## src/rtl/seg7_hex_reader.sv

```systemverilog
// Reads back a bank of active-low 7-segment bytes: waits for the bank to settle,
// decodes each byte to its hex nibble and offers the word on a valid/ready handshake.
module seg7_hex_reader #(
    parameter int NUM_DIGITS    = 6,
    parameter int STABLE_CYCLES = 4
) (
    input  logic                      clk,
    input  logic                      rst_n,
    input  logic [8*NUM_DIGITS-1:0]   seg_in,
    input  logic                      out_ready,
    output logic                      out_valid,
    output logic [4*NUM_DIGITS-1:0]   value,
    output logic [NUM_DIGITS-1:0]     bad_mask,
    output logic [NUM_DIGITS-1:0]     dp_mask
);

    localparam int CW = $clog2(STABLE_CYCLES + 1);
    localparam int IW = (NUM_DIGITS > 1) ? $clog2(NUM_DIGITS) : 1;
    localparam logic [CW-1:0] CNT_MAX  = CW'(STABLE_CYCLES);
    localparam logic [IW-1:0] IDX_LAST = IW'(NUM_DIGITS - 1);

    typedef enum logic [1:0] {
        TRACK,
        DECODE,
        PRESENT
    } state_t;

    state_t                    r_state;
    logic [8*NUM_DIGITS-1:0]   r_snap;
    logic [8*NUM_DIGITS-1:0]   r_last;
    logic [CW-1:0]             r_cnt;
    logic [IW-1:0]             r_idx;
    logic                      r_first;
    logic                      r_outValid;
    logic [4*NUM_DIGITS-1:0]   r_value;
    logic [NUM_DIGITS-1:0]     r_badMask;
    logic [NUM_DIGITS-1:0]     r_dpMask;

    logic [7:0]                w_curByte;
    logic [3:0]                w_nibble;
    logic                      w_bad;

    assign w_curByte = r_snap[8*r_idx +: 8];

    // Segment pattern to nibble; the decimal point is handled separately.
    always_comb begin
        w_nibble = 4'h0;
        w_bad    = 1'b0;
        case (w_curByte[6:0])
            7'h40:   w_nibble = 4'h0;
            7'h79:   w_nibble = 4'h1;
            7'h24:   w_nibble = 4'h2;
            7'h30:   w_nibble = 4'h3;
            7'h19:   w_nibble = 4'h4;
            7'h12:   w_nibble = 4'h5;
            7'h02:   w_nibble = 4'h6;
            7'h78:   w_nibble = 4'h7;
            7'h00:   w_nibble = 4'h8;
            7'h10:   w_nibble = 4'h9;
            7'h20:   w_nibble = 4'hA;
            7'h03:   w_nibble = 4'hB;
            7'h27:   w_nibble = 4'hC;
            7'h21:   w_nibble = 4'hD;
            7'h06:   w_nibble = 4'hE;
            7'h0E:   w_nibble = 4'hF;
            default: w_bad    = 1'b1;
        endcase
    end

    // A report is raised only once per distinct stable pattern; r_first forces the
    // very first one after reset even when the bank is blank.
    always_ff @(posedge clk) begin
        if (!rst_n) begin
            r_state    <= TRACK;
            r_snap     <= '1;
            r_last     <= '1;
            r_cnt      <= '0;
            r_idx      <= '0;
            r_first    <= 1'b1;
            r_outValid <= 1'b0;
            r_value    <= '0;
            r_badMask  <= '0;
            r_dpMask   <= '0;
        end else begin
            case (r_state)
                TRACK: begin
                    if (seg_in != r_snap) begin
                        r_snap <= seg_in;
                        r_cnt  <= CW'(1);
                    end else begin
                        if (r_cnt != CNT_MAX) begin
                            r_cnt <= r_cnt + 1'b1;
                        end
                        if (r_cnt == CNT_MAX && (r_snap != r_last || r_first)) begin
                            r_state <= DECODE;
                            r_idx   <= '0;
                        end
                    end
                end
                DECODE: begin
                    r_value[4*r_idx +: 4] <= w_nibble;
                    r_badMask[r_idx]      <= w_bad;
                    r_dpMask[r_idx]       <= ~w_curByte[7];
                    if (r_idx == IDX_LAST) begin
                        r_state    <= PRESENT;
                        r_outValid <= 1'b1;
                    end else begin
                        r_idx <= r_idx + 1'b1;
                    end
                end
                PRESENT: begin
                    if (out_ready) begin
                        r_outValid <= 1'b0;
                        r_last     <= r_snap;
                        r_first    <= 1'b0;
                        r_cnt      <= '0;
                        r_state    <= TRACK;
                    end
                end
                default: begin
                    r_state <= TRACK;
                end
            endcase
        end
    end

    assign out_valid = r_outValid;
    assign value     = r_value;
    assign bad_mask  = r_badMask;
    assign dp_mask   = r_dpMask;

endmodule
```

## config.mk

```make
export PLATFORM = sky130hd
export DESIGN_NAME = seg7_hex_reader
export DESIGN_NICKNAME = d
export VERILOG_FILES = /design/src/rtl/seg7_hex_reader.sv
export SDC_FILE = /design/constraint.sdc
export NUM_CORES = 1
export LEC_CHECK = 0
export CORE_MARGIN = 1
export CORE_UTILIZATION = 35
export CTS_CLUSTER_SIZE = 16
export DETAILED_ROUTE_END_ITERATION = 10
export PLACE_DENSITY = 0.52
export SLEW_MARGIN = 20
export SYNTH_ARGS = -nofsm -noshare
export SYNTH_HDL_FRONTEND = slang
export SYNTH_SLANG_ARGS = --single-unit
export TNS_END_PERCENT = 5
```

## constraint.sdc

```tcl
create_clock -name clk -period 2.9 [get_ports clk]
set_input_delay 0.87 -clock clk [delete_from_list [all_inputs] [get_ports clk]]
set_output_delay 0.87 -clock clk [all_outputs]
set_load 0.03 [all_outputs]
```

==> After elaboration in Yosys (flattened, before gate mapping) <==
Cells that the tools add are included.
W data, S select, Z words.
{ "word_totals": {"ff_bits": 142, "wordCells": 85, "inputBits": 51, "output_inout_bits": 37} }
{ "op_classes": {"n_eq_ne": 28, "n_reduce_logical": 15, "n_mux": 23, "addsub": 3, "order_cmp": 2, "n_bitwise": 1, "shifts": 3} }
{ "op_table": {"columns": ["cell", "count"], "rows": [
  ["$ne A48 B48 Y1", 2],
  ["$pmux W4 S15", 1],
  ["$shiftx A48 B7 Y8", 1],
  ["$eq A7 B6 Y1 const B", 5],
  ["$neg A5 Y34", 1],
  ["$shift A4 B34 Y24 const A", 1],
  ["$shiftx A4 B34 Y24", 1],
  ["$bwmux W24", 1],
  ["$eq A7 B5 Y1 const B", 3],
  ["$eq A7 B7 Y1 const B", 3],
  ["$mux W3", 6],
  ["$reduce_or A16 Y1", 1],
  ["$eq A7 B2 Y1 const B", 2],
  ["$bwmux W6", 2],
  ["$pmux W3 S2", 2],
  ["$ne A2 B2 Y1 const B", 5],
  ["$mux W2", 4],
  ["$reduce_and A4 Y1", 2],
  ["$eq A7 B3 Y1 const B", 1],
  ["$eq A7 B4 Y1 const B", 1],
  ["$logic_not A7 Y1", 1],
  ["$add A3 B1 Y3 const B", 2],
  ["$eq A3 B3 Y1 const B", 2],
  ["$ne A3 B3 Y1 const B", 2],
  ["other kinds (15)", 23]
]} }

==> Logic depth before layout (Yosys ltp) <==
Gate-level depths: netlist (run 1).
{ "logic_depth": {"ltp_word": 6, "ltp_mapped": 12, "ltp_nobuf": 8} }

==> Least setup slack after synthesis (run 1) <==
Ideal clock, no wire load.
{ "synth_timing": {"path_kind": "input -> register", "start": "input port seg_in[13]", "end": "register r_snap[34]", "setup_slack_ns": 0.392, "t_arrival_ns": 2.378, "setup_time_ns": 0.129, "path_buffers": 3, "path_stages": 10, "cell_sequence": "xnor2_1 nand4_1 nor4_1 nand3_1 and2_1 clkbuf_1 buf_2 buf_2 mux2i_1 nand2_1"} }
{ "synth_via": {"elab_chain_cells": 2} }
{ "synth_lines": {"columns": ["item", "line", "rtl"], "rows": [
  ["start, declared", "9", "input logic [8*NUM_DIGITS-1:0] seg_in,"],
  ["$ne A48 B48 Y1", "87", "if (seg_in != r_snap) begin"],
  ["$reduce_and A2 Y1 (no source line)", null, null],
  ["end signal, assigned", "88", "r_snap <= seg_in;"],
  ["end, declared", "29", "logic [8*NUM_DIGITS-1:0] r_snap;"]
]} }
Every way passes these cells.
A chain may end at the register's enable or synchronous reset.

==> Final worst setup path (run 1) <==
{ "layout_timing": {"start": "input port seg_in[9]", "end": "register r_snap[43]"} }
Same word-level chain as after synthesis.

==> run summary, run 1 <==
The die height is 143.9 um. The antenna cell count was 0; the floorplan row count was 51. Counting every net in the synthesized netlist gives 863. The multi-input combinational cells in the finished layout cover a total of 3951 um^2.

The congestion estimate from routability-driven global placement came to 0.8344. The tools report the post-synthesis instance area as 7052 um^2. In this design, the stage delay of the slowest critical-path cell is 450 ps. Before CTS, the worst setup slack after placement is -347.9 ps. The finished cells cover 9027 um^2. After detailed routing, the number of vias per cell comes to 4.991.

After floorplanning, the core was sized to cover 19590 um^2. Dividing the detail-routed wire length by the instance count gives 16.89 um. The run gives 960 as the layout net count. The final period demand of the worst path came out at 2781 ps. The ratio of final minimum period to clock period is 95.91%. The power per cell area was 541.2 nW/um^2.

The starting utilization of the core area is 36.00%. The type of element launching the critical path was an input port. STA puts the critical path data required time at 3180 ps. The final worst clock skew was 11.51 ps; the sum of overflow across all layers after global routing was 0. From left edge to right edge, the die measures 143.9 um. The clock net in this run drives a total of 142 sinks.

The clock passes through at most 2 buffers. The tools report the max-slew violation total from the final report as 0. CTS placed an instance of clkbuf_16 at the clock tree root. During placement, the flow inserted port buffers numbering 87. The tools report the clock latency of the later-clocked register in the worst-skew pair as 420 ps. Cells with a size suffix above 1 make up 10.94% of the layout. The run gives 3.783 nW as the cell leakage power.

The die covers 20720 um^2. The run gives 60.47% as the headroom to the max-slew limit. The async set-or-reset flop fraction in the synthesized netlist came out at 0%. The tools report the number of global-route vias before repair as 5651. The run finished with clean final reports. The number of enable-type register cells in the synthesized netlist is 0.

In this run, distinct cell masters in the synthesized netlist total 65. Summed over all failing endpoints, the final setup total negative slack is 0 ps. After the flow finishes, the layout carries non-filler instances totaling 1179.

Number of detailed-routing iterations run before antenna repair: 5. TritonCTS built the clock tree. Hold repair after CTS inserted 0 buffers.

Total vias in the final route: 5884. VDD sags by at most 0.3988 mV. Of all cell types, the one taking the most synthesized area is dfxtp_1. Fill cells in the final layout number 1981. The run gives 46.08% as the utilization after layout. The tools report the number of CTS-inserted buffers as 17. Slowest cell on the critical path: clkdlybuf4s50_1. The count of synthesis-stage warnings from yosys is 0, and the transition time at the pin with the least slew margin is 591.4 ps. For the critical path arrival, the log shows 3060 ps. The final count of negative-setup-slack endpoints was 0.

The prevailing post-synth register cell is dfxtp_1. Across every metal layer, demand over resource in global routing totals 20.13%. Synthesis produced 804 cells. The final-report hold violation count was 0; the growth of design area from synthesis to finish was 28.02%. The first-pass GRT wire length is 31190 um. Summed over all layers, the routed wires come to 19920 um. After detailed routing, the number of remaining DRC violations is 0. Clock-pin slew was measured on the worst setup and hold paths at 60 ps.

The tools report the kind of end point of the critical path as a flop. For the share of the yosys chip area belonging to registers, the log shows 40.31%. Most repeated cell in the gate-level netlist after synthesis: nand2_1. The critical path is of the in2reg type. The run gives 0 as the post-route antenna net violation count.

After synthesis, the cell types taking the most area are dfxtp_1 (40%), nand2_1 (9.1%), xnor2_1 (9.1%), mux2i_1 (8.9%), nand3_1 (4.1%). The maximum level of the CTS H-tree was 4; the fmax was 0.3595 GHz. Ranked by instance count, the synthesized netlist is headed by nand2_1 (171), dfxtp_1 (142), xnor2_1 (73). The proportion of netlist area held by the largest area contributor is 40.31%, and the synthesized area per cell is 8.771 um^2.

The tool flagged a number of max-cap violations equal to 0. The violation count after the first detailed-routing iteration is 404, and the number of antenna violations at the first check in global routing is 0. In this run the worst path has a maximum fanout of 11. The total I/O pin count was 88; the sequential cell area in the final layout was 2844 um^2. In this run, synthesis produced a sequential element count of 142. The run gives 8349 um^2 as the instance area at placement. Setup repair after global routing could not meet its margin everywhere. Entering global routing, the biggest net connects 88 pins. Summed over all nets, the half-perimeter wirelength after detailed placement is 14530 um.

After layout, the worst setup slack is 118.7 ps. Walking the worst path, the cells encountered are clkdlybuf4s50_1, xnor2_1, nand4_1, nor4_2, nand3_1, and2_2, buf_4, mux2i_1, nand2_1. The tightest min-delay check is of the reg2reg type.

The tools report the total instance count after detailed placement as 1147.
sequential cells by signal, summed over array words and instances (netlist names):
| register | count |
|---|---|
| bad_mask | 6 |
| dp_mask | 6 |
| out_valid | 1 |
| r_cnt | 3 |
| r_first | 1 |
| r_idx | 3 |
| r_last | 48 |
| r_snap | 48 |
| r_state | 2 |
| value | 24 |
cell usage in the layout (no fill, tap or decap), drive strengths merged, types with 3 or more instances in the layout:
| master | synthesis | final |
|---|---|---|
| and2 | 3 | 3 |
| clkbuf | 28 | 24 |
| nand2 | 172 | 172 |
| nand3b | 3 | 3 |
| or4 | 4 | 4 |
| nor2b | 9 | 9 |
| a21o | 3 | 3 |
| o211ai | 19 | 19 |
| nand4 | 20 | 20 |
| mux2i | 63 | 63 |
| xnor2 | 73 | 73 |
| o21ai | 35 | 35 |
| nand3 | 58 | 58 |
| nor3 | 9 | 9 |
| inv | 16 | 17 |
| a21boi | 5 | 5 |
| dfxtp | 142 | 142 |
| buf | 14 | 34 |
| nor4 | 10 | 10 |
| mux2 | 5 | 5 |
| o2bb2ai | 3 | 3 |
| or2 | 3 | 3 |
| o22ai | 9 | 9 |
| nor2 | 17 | 17 |
| bufinv | 0 | 4 |
| clkdlybuf4s50 | 0 | 86 |
| nand2b | 5 | 5 |
| a21oi | 23 | 23 |
| xor2 | 16 | 16 |
| ha | 8 | 8 |
| a211oi | 3 | 3 |
cells by family (layout without fill, tap and decap cells):
logic type,after synthesis,count (layout),share of synthesized area [%]
buf+inv,58,168,3.903
xor+xnor,89,89,11.05
simple gates,327,327,22.50
fa+ha+maj,8,8,1.420
flops,142,142,40.31
compound gates,111,111,10.65
mux,69,69,10.17
metrics by stage:
stage,power (mW),hold slack [ps]
2_1_floorplan,2.293,422.7
3_3_place_gp,2.493,434.1
3_5_place_dp,2.491,440.5
4_1_cts,4.928,448.5
5_1_grt,5.049,467.7
6_report,4.886,443.1
worst max-delay path: cells and delay by family:
family,cells,cell delay [ps]
xor+xnor,1,310
mux,1,160
buf+inv,2,670
simple gates,5,1050
where the power goes:
part	leakage, nW	total [mW]	switching, mW	internal, mW
Sequential	1.16	2.05	0.0607	1.99
Combinational	2.30	0.399	0.197	0.202
Clock	0.323	2.44	0.855	1.58
path summary, 6_finish.rpt:
path | end | slack, ps | cells past startpoint | start
min reg2reg | value[23] | 440 | 2 | value[23]
min | value[23] | 440 | 2 | value[23]
max reg2reg | value[10] | 140 | 9 | r_idx[0]
max | r_snap[43] | 120 | 9 | seg_in[9]
repair_timing:
action                     4_1_cts  5_1_grt
setup endpoints to repair        0       47
resized for setup                0        3
buffers inserted                 0        0
routing by layer:
metal | part of all wire [%] | vias up | global-route usage [%]
met3 | 3.5 | 17 | 3.399
li1 | - | 2985 | -
met5 | 0 | - | 0
met1 | 47 | 2764 | 26.11
met2 | 47 | 118 | 33.26
met4 | 1.9 | 0 | 7.559
final cells by class:
class	count	area share, %
Clock buffer	24	5.669
Clock inverter	8	1.663
Inverter	16	0.6653
Multi-Input combinational cell	604	43.77
Sequential cell	142	31.50
Tap cell	265	3.673
Timing Repair Buffer	120	13.06
No activity file was read; power rests on OpenSTA's default activity.
==> inputs of run 2 (changes only) <==
==> constraint.sdc (replaced) <==
create_clock -name clk -period 3.4 [get_ports clk]
set_input_delay 1.02 -clock clk [delete_from_list [all_inputs] [get_ports clk]]
set_output_delay 1.02 -clock clk [all_outputs]
set_load 0.03 [all_outputs]
==> run summary, run 2 (synthesis gave the netlist of run 1 again) <==
The tools report the maximum level of the CTS H-tree as 4 (unchanged). The clock latency of the later-clocked register in the worst-skew pair came out at 430 ps (was 420 ps). Critical register-to-register path endpoint: bad_mask[3] (was value[10]).

The final sum of negative setup slack is 0 ps (unchanged), and the max-slew violation total from the final report is 0 (unchanged). The hold buffer count at CTS was 0 (unchanged). The sequential cell area in the final layout is 2844 um^2 (unchanged), and the quantity of I/O buffers inserted on ports is 87 (unchanged).

The tools report the number of detailed-routing iterations run before antenna repair as 5 (unchanged). Routed length on met3: 714 um (was 691 um). Max-capacitance violation count: 0 (unchanged).

The tools report the detailed route wirelength on metal2 as 9385 um (was 9393 um). The filler cell count in the final layout came out at 1961 (was 1981). Power per cell area: 467.4 nW/um^2 (was 541.2 nW/um^2).

The leading cell type in the layout, fill and taps excluded is nand2_1 (unchanged). The run finished with clean final reports. For the total core area, the log shows 19590 um^2 (unchanged). Combined area of the multi-input logic cells: 3935 um^2 (was 3951 um^2). Counting I/O delays and the setup requirement, the final critical path takes 3041 ps. The headroom to the max-slew limit was 52.73% (was 60.47%).

The logs give 443.4 ps (was 443.1 ps) for the worst slack on hold paths and 0.8089 (was 0.8344) for the routability-driven placement congestion ratio. The sum of routed wire segments on met1 was 9260 um (was 9453 um). The post-DP HPWL is 14010 um (was 14530 um), and the pin count of the biggest net entering global routing is 116 (was 88). The tools report the all-layer global routing usage as 19.67% (was 20.13%).

The logs give 0 (unchanged) for the final count of negative-setup-slack endpoints and 359.3 ps (was 118.7 ps) for the smallest setup slack after layout. The tools report the worst-case clock buffer depth as 2 (unchanged). TritonCTS built the clock tree. The run gives 5337 (was 5651) as the number of global-route vias before repair. For the number of remaining DRC errors, the log shows 0 (unchanged). The tools report the wire length reported by the detailed router as 19510 um (was 19920 um). The share of final-layout standard cells stronger than drive strength 1 is 9.243% (was 10.94%), and the instance area at placement is 8229 um^2 (was 8349 um^2). The vias per cell was 4.979 (was 4.991); the cell leakage power was 3.694 nW (was 3.783 nW). The die span in x was 143.9 um (unchanged). The clock sink count was 142 (unchanged); the antenna cell count was 0 (unchanged). The highest metal layer used by the detailed router is met4 (unchanged).

The number of buffers added for setup after CTS is 0 (unchanged). The source of the worst hold timing path was r_first (was value[23]). The growth of design area from synthesis to finish is 25.98% (was 28.02%). The critical path arrival was 3390 ps (was 3060 ps); the sum of overflow across all layers after global routing was 0 (unchanged). The critical-path maximum fanout is 22 (was 11). The ratio of final minimum period to clock period is 89.43%, and the transition time at the pin with the least slew margin is 709.1 ps (was 591.4 ps). The clock edge transition at the registers on the reported setup and hold paths came out at 60 ps (about the same). The kind of path behind the tightest hold check is reg2reg (unchanged). Type of element launching the critical path: a flop (was an input port).

The average wire per standard cell is 16.78 um (was 16.89 um). Setup repair after global routing left no endpoint under its margin. The post-route antenna net violation count was 0 (unchanged). The tools report the startpoint of the lowest-slack register-to-register path as r_idx[0] (unchanged). For the final worst clock skew, the log shows 15.92 ps (was 11.51 ps). Number of instances resized during post-cts repair: 0 (unchanged).

For the layout net count, the log shows 944 (was 960). The peak ir drop on the vdd network is 0.3129 mV (was 0.3988 mV). The capture endpoint of the worst hold path is r_first (was value[23]). The hold path depth came out at 2 (unchanged).

The die height is 143.9 um (unchanged). The number of antenna violations at the first check in global routing came out at 0 (unchanged). The logs give 36.00% (unchanged) for the starting utilization of the core area and 20720 um^2 (unchanged) for the area of the die. The logs give 30420 um (was 31190 um) for the first-pass GRT wire length and 88 (unchanged) for the total I/O pin count. Derived from the worst setup path, the maximum achievable clock frequency is 0.3289 GHz. The logs give 3750 ps (was 3180 ps) for the required time of the critical path and -70.61 ps (was -347.9 ps) for the pre-CTS worst setup slack. For the number of CTS-inserted buffers, the log shows 17 (unchanged).

The final-report hold violation count was 0 (unchanged). The worst setup path category was reg2reg (was in2reg). The minimum setup slack among reg-to-reg paths is 360 ps (was 140 ps).

Floorplan row count: 51 (unchanged). Violation count after the first detailed-routing iteration: 366 (was 404). Top library cells by usage in the layout, fill and taps aside: nand2_1 (171), dfxtp_1 (141), clkdlybuf4s50_1 (86), xnor2_1 (73), mux2i_1 (63) (unchanged).

The run gives 5791 (was 5884) as the total vias in the final route. The final non-filler cell area was 8884 um^2 (was 9027 um^2). The master cell of the clock root buffer was clkbuf_16 (unchanged).

Kind of end point of the critical path: a flop (unchanged). The cell depth of the worst flop-to-flop path was 9 (unchanged).
run 2: changes by cell type in the layout (fill, tap and decap cells not counted), moves of 2 or more:
cell | previous run | this run
clkbuf_8 | 6 | 1
clkinv_2 | 1 | 3
clkinv_4 | 1 | 3
buf_4 | 29 | 13
run 2: layer usage:
layer  track usage, %  vias up
met5                0        -
met4            4.535        0
met3            3.699       10
met2            32.04      120
met1            26.68     2710
li1                 -     2951
run 2: metrics by stage:
| stage | power [mW] | util, % | cells |
|---|---|---|---|
| after floorplan | 1.956 | - | 804 |
| after global placement | 2.114 | 42.01 | 1131 |
| after detailed placement | 2.112 | 42.01 | 1131 |
| after CTS | 4.186 | 45.35 | 1163 |
| after global routing | 4.286 | 45.35 | 1163 |
| final | 4.152 | 45.35 | 1163 |
run 2: how the worst max path moves through the flow:
| stage | from | end | slack (ps) | cells after the start |
|---|---|---|---|---|
| finish | r_idx[0] | bad_mask[3] | 360 | 9 |
| detailed placement | seg_in[9] | r_snap[26] | -70 | 9 |
| global route | r_idx[0] | value[4] | 100 | 9 |
| global placement | seg_in[9] | r_snap[26] | -7 | 9 |
| CTS | r_idx[0] | bad_mask[3] | 360 | 9 |
| floorplan | seg_in[13] | r_snap[34] | 740 | 10 |
run 2: report_power, final:
part	switching [mW]	internal (mW)	total (mW)	leakage [nW]
combinational	0.162	0.162	0.323	2.22
sequential	0.0556	1.70	1.75	1.16
clock	0.755	1.32	2.08	0.316
total	0.972	3.18	4.15	3.69
run 2: layout make-up:
type | instances | area share (%)
Inverter | 16 | 0.6761
Sequential cell | 142 | 32.01
Clock buffer | 18 | 4.944
Multi-Input combinational cell | 604 | 44.30
Timing Repair Buffer | 104 | 11.92
Tap cell | 265 | 3.732
Clock inverter | 14 | 2.423
run 2: worst max-delay path, stage by stage (launching register included):
cell	delay, ps
dfxtp_2	780
buf_4	360
mux2i_1	210
nor2_1	70
nor3_2	470
mux2_2	400
nand3_1	90
a21oi_1	100
nand4bb_4	320
o21ai_2	170
==> inputs of run 3 (changes only) <==
--- a/config.mk
+++ b/config.mk
@@ -5,12 +5,12 @@
 export SDC_FILE = /design/constraint.sdc
 export NUM_CORES = 1
 export LEC_CHECK = 0
-export CORE_MARGIN = 1
 export CORE_UTILIZATION = 35
 export CTS_CLUSTER_SIZE = 16
 export DETAILED_ROUTE_END_ITERATION = 10
 export PLACE_DENSITY = 0.52
-export SLEW_MARGIN = 20
+export SKIP_LAST_GASP = 1
+export SLEW_MARGIN = 40
 export SYNTH_ARGS = -nofsm -noshare
 export SYNTH_HDL_FRONTEND = slang
 export SYNTH_SLANG_ARGS = --single-unit
==> results of run 3 <==
No change in the layout: final DEF, timing and power equal those of run 2.
